File: config.mk
export PLATFORM = sky130hd
export DESIGN_NAME = bk_adder_pipe
export DESIGN_NICKNAME = d
export VERILOG_FILES = /design/src/rtl/bk_adder_pipe.sv
export SDC_FILE = /design/constraint.sdc
export NUM_CORES = 1
export LEC_CHECK = 0
export BUFFER_PORTS_ARGS = -buffer_cell sky130_fd_sc_hd__buf_2
export CAP_MARGIN = 10
export CORE_ASPECT_RATIO = 1.25
export CORE_MARGIN = 2
export CORE_UTILIZATION = 30
export DETAILED_ROUTE_END_ITERATION = 8
export SETUP_SLACK_MARGIN = 0.1
export SKIP_LAST_GASP = 1
export SLEW_MARGIN = 10
export SYNTH_ARGS = -nofsm -noshare
export SYNTH_HDL_FRONTEND = slang
export SYNTH_SLANG_ARGS = --single-unit
File: constraint.sdc
create_clock -name clk -period 2.22 [get_ports clk]
set_clock_uncertainty 0.15 [all_clocks]
set_input_delay 0.333 -clock clk [delete_from_list [all_inputs] [get_ports clk]]
set_output_delay 0.333 -clock clk [all_outputs]
set_load 0.02 [all_outputs]
File: src/rtl/bk_adder_pipe.sv
// Pipelined Brent-Kung adder with valid/ready flow control; the pipeline advances as one unit.
// Define BK_SUB_EN to add the in_sub port and subtract mode (a + ~b + 1).
module bk_adder_pipe #(
  parameter int unsigned WIDTH  = 12,
  parameter int unsigned STAGES = 2
) (
  input  logic             clk,
  input  logic             rst_n,
  input  logic             in_valid,
  output logic             in_ready,
  input  logic [WIDTH-1:0] in_a,
  input  logic [WIDTH-1:0] in_b,
  input  logic             in_cin,
`ifdef BK_SUB_EN
  input  logic             in_sub,
`endif
  output logic             out_valid,
  input  logic             out_ready,
  output logic [WIDTH:0]   out_sum
);

  localparam int unsigned LOG_W = $clog2(WIDTH);
  localparam int unsigned N_LVL = 2 * LOG_W - 1;

  // gg/pp: group generate/propagate being reduced; p: bitwise propagate kept for the sum
  typedef struct packed {
    logic [WIDTH-1:0] gg;
    logic [WIDTH-1:0] pp;
    logic [WIDTH-1:0] p;
    logic             cin;
  } gp_t;

  // Carry-in is folded into bit 0's generate so prefix G[i] is the carry out of bit i.
  function automatic gp_t pg_gen(input logic [WIDTH-1:0] a, input logic [WIDTH-1:0] b,
                                 input logic c);
    gp_t y;
    y.gg    = a & b;
    y.pp    = a ^ b;
    y.p     = a ^ b;
    y.cin   = c;
    y.gg[0] = y.gg[0] | (y.pp[0] & c);
    return y;
  endfunction

  // Levels 0..LOG_W-1 are the up-sweep, the remaining LOG_W-1 levels the down-sweep.
  function automatic gp_t bk_level(input gp_t x, input int unsigned k);
    gp_t         y;
    int unsigned d;
    y = x;
    if (k < LOG_W) begin
      d = 32'd1 << k;
      for (int unsigned i = 0; i < WIDTH; i++) begin
        if ((i + 1) % (2 * d) == 0) begin
          y.gg[i] = x.gg[i] | (x.pp[i] & x.gg[i - d]);
          y.pp[i] = x.pp[i] & x.pp[i - d];
        end
      end
    end else begin
      d = 32'd1 << (N_LVL - 1 - k);
      for (int unsigned i = 0; i < WIDTH; i++) begin
        if (i >= 2 * d && (i + 1) % (2 * d) == d) begin
          y.gg[i] = x.gg[i] | (x.pp[i] & x.gg[i - d]);
          y.pp[i] = x.pp[i] & x.pp[i - d];
        end
      end
    end
    return y;
  endfunction

  function automatic gp_t bk_range(input gp_t x, input int unsigned lo, input int unsigned hi);
    gp_t y;
    y = x;
    for (int unsigned k = lo; k < hi; k++) y = bk_level(y, k);
    return y;
  endfunction

  // Prefix level boundary at the input of stage j; spreads levels evenly over the stages.
  function automatic int unsigned cut(input int unsigned j);
    return (j * N_LVL) / STAGES;
  endfunction

  function automatic logic [WIDTH:0] finalize(input gp_t x);
    logic [WIDTH-1:0] c;
    c = {x.gg[WIDTH-2:0], x.cin};
    return {x.gg[WIDTH-1], x.p ^ c};
  endfunction

  logic [WIDTH-1:0] b_eff;
  logic             cin_eff;
  logic             advance;
  gp_t              pg_in;
  gp_t              last_src;
  logic             last_vld;

`ifdef BK_SUB_EN
  assign b_eff   = in_sub ? ~in_b : in_b;
  assign cin_eff = in_sub | in_cin;
`else
  assign b_eff   = in_b;
  assign cin_eff = in_cin;
`endif

  assign pg_in    = pg_gen(in_a, b_eff, cin_eff);
  assign advance  = out_ready | ~out_valid;
  assign in_ready = advance;

  if (STAGES == 1) begin : g_flat
    assign last_src = pg_in;
    assign last_vld = in_valid;
  end else begin : g_pipe
    localparam int unsigned NR = STAGES - 1;

    gp_t           stage_in [NR];
    gp_t           nxt      [NR];
    gp_t           pipe     [NR];
    logic [NR-1:0] vld;
    logic [NR-1:0] ld;

    always_comb begin
      stage_in[0] = pg_in;
      for (int unsigned j = 1; j < NR; j++) stage_in[j] = pipe[j-1];
      for (int unsigned j = 0; j < NR; j++) nxt[j] = bk_range(stage_in[j], cut(j), cut(j + 1));
    end

    // Data registers load only for valid beats, so bubbles and idle inputs never disturb them.
    assign ld = NR'({vld, in_valid}) & {NR{advance}};

    always_ff @(posedge clk) begin
      if (!rst_n) begin
        vld <= '0;
      end else if (advance) begin
        vld <= NR'({vld, in_valid});
      end
    end

    always_ff @(posedge clk) begin
      for (int unsigned j = 0; j < NR; j++) begin
        if (ld[j]) pipe[j] <= nxt[j];
      end
    end

    assign last_src = pipe[NR-1];
    assign last_vld = vld[NR-1];
  end

  always_ff @(posedge clk) begin
    if (!rst_n) begin
      out_valid <= 1'b0;
      out_sum   <= '0;
    end else if (advance) begin
      out_valid <= last_vld;
      if (last_vld) out_sum <= finalize(bk_range(last_src, cut(STAGES - 1), N_LVL));
    end
  end

endmodule
==> After elaboration in Yosys (flattened, before gate mapping) <==
Memories as Yosys holds them, arrays and structs flattened.
Index checks and enable logic that the tools add are counted.
{ "totals": {"ff_bits": 15, "ramBits": 37, "n_memories": 1} }
{ "mem_list": {"columns": ["name", "words", "word_bits", "rd", "rd_ports_with_merged_regs", "wr", "line_no", "source"], "rows": [
  ["g_pipe.pipe", 1, 37, 1, 0, 1, "115", "gp_t pipe [NR];"]
]} }
{ "op_classes": {"mux": 23, "bitwise": 54, "reduce_logical": 1} }
{ "ops": {"columns": ["op", "n"], "rows": [
  ["AND 1 bit", 30],
  ["bitwise XOR 12 bit", 2],
  ["2-to-1 mux 1 bit", 23],
  ["OR 1 bit", 20],
  ["AND 12 bit", 1],
  ["AND reduction 2 bit", 1],
  ["NOT 1 bit", 1]
]} }

==> Depth between registers and ports, before layout <==
{ "depth": {"ltp_word": 11, "ltp_mapped": 6, "ltp_nobuf": 6} }

==> Worst setup path after synthesis <==
Ideal clock, no wire load.
{ "synth_path": {"path_kind": "register to register", "start": "register out_valid", "end": "memory g_pipe.pipe[0][0] in the netlist's numbering, enable pin", "setup_ns": 0.388, "t_arrival_ns": 1.284, "required_time_ns": 1.682, "slack_ns": 0.397, "path_stages_with_launch": 3, "path_cell_list": "dfxtp_1 -> nand2b_4 -> and2_1"} }
{ "synth_via": {"elab_chain_len": 5} }
{ "synth_lines": {"columns": ["element", "line_no", "source"], "rows": [
  ["from (decl)", "17", "output logic out_valid,"],
  ["from (signal assigned)", "151", "out_valid <= last_vld;"],
  ["NOT 1 bit", "104", "assign advance = out_ready | ~out_valid;"],
  ["OR 1 bit", "104", null],
  ["named net in_ready", "10", "output logic in_ready,"],
  ["AND 1 bit", "126", "assign ld = NR'({vld, in_valid}) & {NR{advance}};"],
  ["named net g_pipe.ld", "117", "logic [NR-1:0] ld;"],
  ["2-to-1 mux 1 bit", "138", "if (ld[j]) pipe[j] <= nxt[j];"],
  ["2-to-1 mux 1 bit (not written as such)", "138", null],
  ["to (decl)", "115", null]
]} }
The timed path passes the listed nets, and every way through them passes these cells.

==> out/metrics.cfg <==
[clock_network]
clock_sinks = 43
cts_max_path_buffers = 2
cts_max_level = 2
cts_resized = 0
clock_latency_ns = 0.29
cts_root_buf = clkbuf_8
postCtsSetupBuffers = 0
cts_tree = done
cts_hold_buf = 0
clk_pin_slew_ns = 0.08
cts_buffers = 5

[setup_path]
worst-path-max-fanout = 3
required_ns = 2.28
slowest_stage = edfxtp_1
cp_top_family = flip-flops
path_cells = a21o_1, ha_1, nor2_1, xnor2_1, nand2_1, a21boi_0
cp.arrival_ns = 1.61
start_kind = flop
cp_slowest_stage_delay_ns = 0.45
crit_buf_inv = 0
endpoint_kind = flop
crit_type = flop to flop

[floorplan]
die_area_sq_um = 6764
die_x_microns = 73.96
start_util = 0.3134
ioPinCount = 44
core-area_sq_um = 5857
rows = 31
dieHeight_microns = 91.46

[sta]
fin_tns_setup_ns = 0
timing.final.hold_violations = 0
hold_slack_ns = 0.07949
drv_slew = 0
fin_crit_ns = 1.556
finalCritPeriodShare = 0.7009
worst_pin_slew_ns = 0.3744
rsz0062_at_grt = false
fmax_mhz = 642.7
slew_headroom = 0.7504
setup_viol = 0

[yosys]
yosys_warnings = 0
synthesis.area_sq_um = 1836
synth_top_area_frac = 0.4581
yosys.area.top_type = edfxtp_1
netlist_instances = 139
ys_top_cells_by_area = edfxtp_1 (46%), dfxtp_1 (16%), ha_1 (12%), nand2_1 (5.1%), xnor2_1 (3.3%)
synth-xor-area-share = 0.03340
synthMuxAreaShare = 0
ys_seq_area_frac = 0.6217
synth_adder_area_share = 0.1159
yosys_register_bits = 43
syn_area_per_cell_sq_um = 13.21
synth_compound_area_frac = 0.1118
ys_types = 22
syn_nets = 185
yosys.area_share.simple = 0.1009
synth_top_family_by_area = adder cells

[cells_and_area]
final_common_cell = buf_2
fin_nets = 233
num_antenna_cells = 0
stdcell_area_sq_um = 2252
syn_to_final_growth_pct = 22.70
fin_util = 0.3845
mostFrequentLayoutCells = buf_2 (43), edfxtp_1 (28), nand2_1 (25)
drive_gt1_frac = 0.2872

[detailed_routing]
via_per_inst = 4.244
firstDrtPassIters = 4
vias = 1146
drc = 0
drt_iter0_markers = 79
wirelength_microns = 2993
wl_per_cell_microns = 11.09
ant_nets = 0

[grt]
antenna_found_initial = 0
grt_pass1_wl_microns = 4650
grt_max_degree = 30
overflow = 0
grtUsageTotal = 0.09291
grt_pass1_vias = 1025

[pwr]
static-leakage-power_uw = 0.001013
power_uw = 1786
ir_drop_uv = 268.1
pwr_density_cell_nw_per_um2 = 793.1

[flow_run]
maxCapViolations = 0

[place]
routabilityCongestion = 0.7006
portBuffers = 43
placed_area_sq_um = 2135
hpwlAfterDp_microns = 2238

[status]
status = finished, final reports clean

[hold_path]
min_path_type = input pin to flop

[metal layers]
| layer | routed length (microns) | track usage | part of all wire |
|---|---|---|---|
| met1 | 1353 | 0.1117 | 0.45 |
| met3 | 168 | 0.03330 | 0.056 |
| met2 | 1430 | 0.1421 | 0.48 |
| met4 | 40 | 0.05000 | 0.013 |
| met5 | 0 | 0 | 0 |
[metrics by stage]
| step | worst slack, ns | instances |
|---|---|---|
| floorplan | 0.3974 | 139 |
| global placement | 0.4620 | 262 |
| detailed placement | 0.4306 | 262 |
| CTS | 0.6007 | 270 |
| global route | 0.5539 | 270 |
| finish | 0.6641 | 270 |
[cells in the mapped netlist (all sizes together)]
cell type	instances
nand2	25
buf	2
xnor2	7
edfxtp	28
dfxtp	15
a21o	8
and2	4
and3	1
nor2	6
nand3	3
inv	1
o21a	1
a41o	1
o211a	3
a21oi	3
ha	17
a21boi	11
nand4	1
clkbuf	1
nand2b	1
[flip-flops by register name (all words and copies together) (netlist names)]
| signal | cells |
|---|---|
| g_pipe.pipe | 28 |
| out_sum | 13 |
| g_pipe.vld | 1 |
| out_valid | 1 |
[power breakdown]
group	total, uW	switching, uW	internal, uW
combinational	225	123	103
clock	610	246	364
sequential	951	25.9	925
[area by class of cell]
| type | instances | area, sq um |
|---|---|---|
| Clock inverter | 2 | 35.03 |
| Tap cell | 82 | 102.6 |
| Fill cell | 579 | 3605 |
| Inverter | 1 | 3.754 |
| Multi-Input combinational cell | 92 | 664.4 |
| Timing Repair Buffer | 44 | 222.7 |
| Clock buffer | 6 | 82.58 |
| Sequential cell | 43 | 1141 |
[kinds of logic after synthesis]
group	count (synthesis)
flops	43
xor+xnor	7
buf+inv	4
simple gates	41
compound gates	27
fa+ha+maj	17
[final timing paths]
check | start | end | slack [ns] | depth (start not counted)
max | g_pipe.pipe[0][32] | out_sum[11] | 0.66 | 6
min | in_cin | g_pipe.pipe[0][0] | 0.08 | 1
max reg2reg | g_pipe.pipe[0][32] | out_sum[11] | 0.66 | 6
min reg2reg | out_sum[4] | out_sum[4] | 0.31 | 2
(Power assumes the default switching activity.)
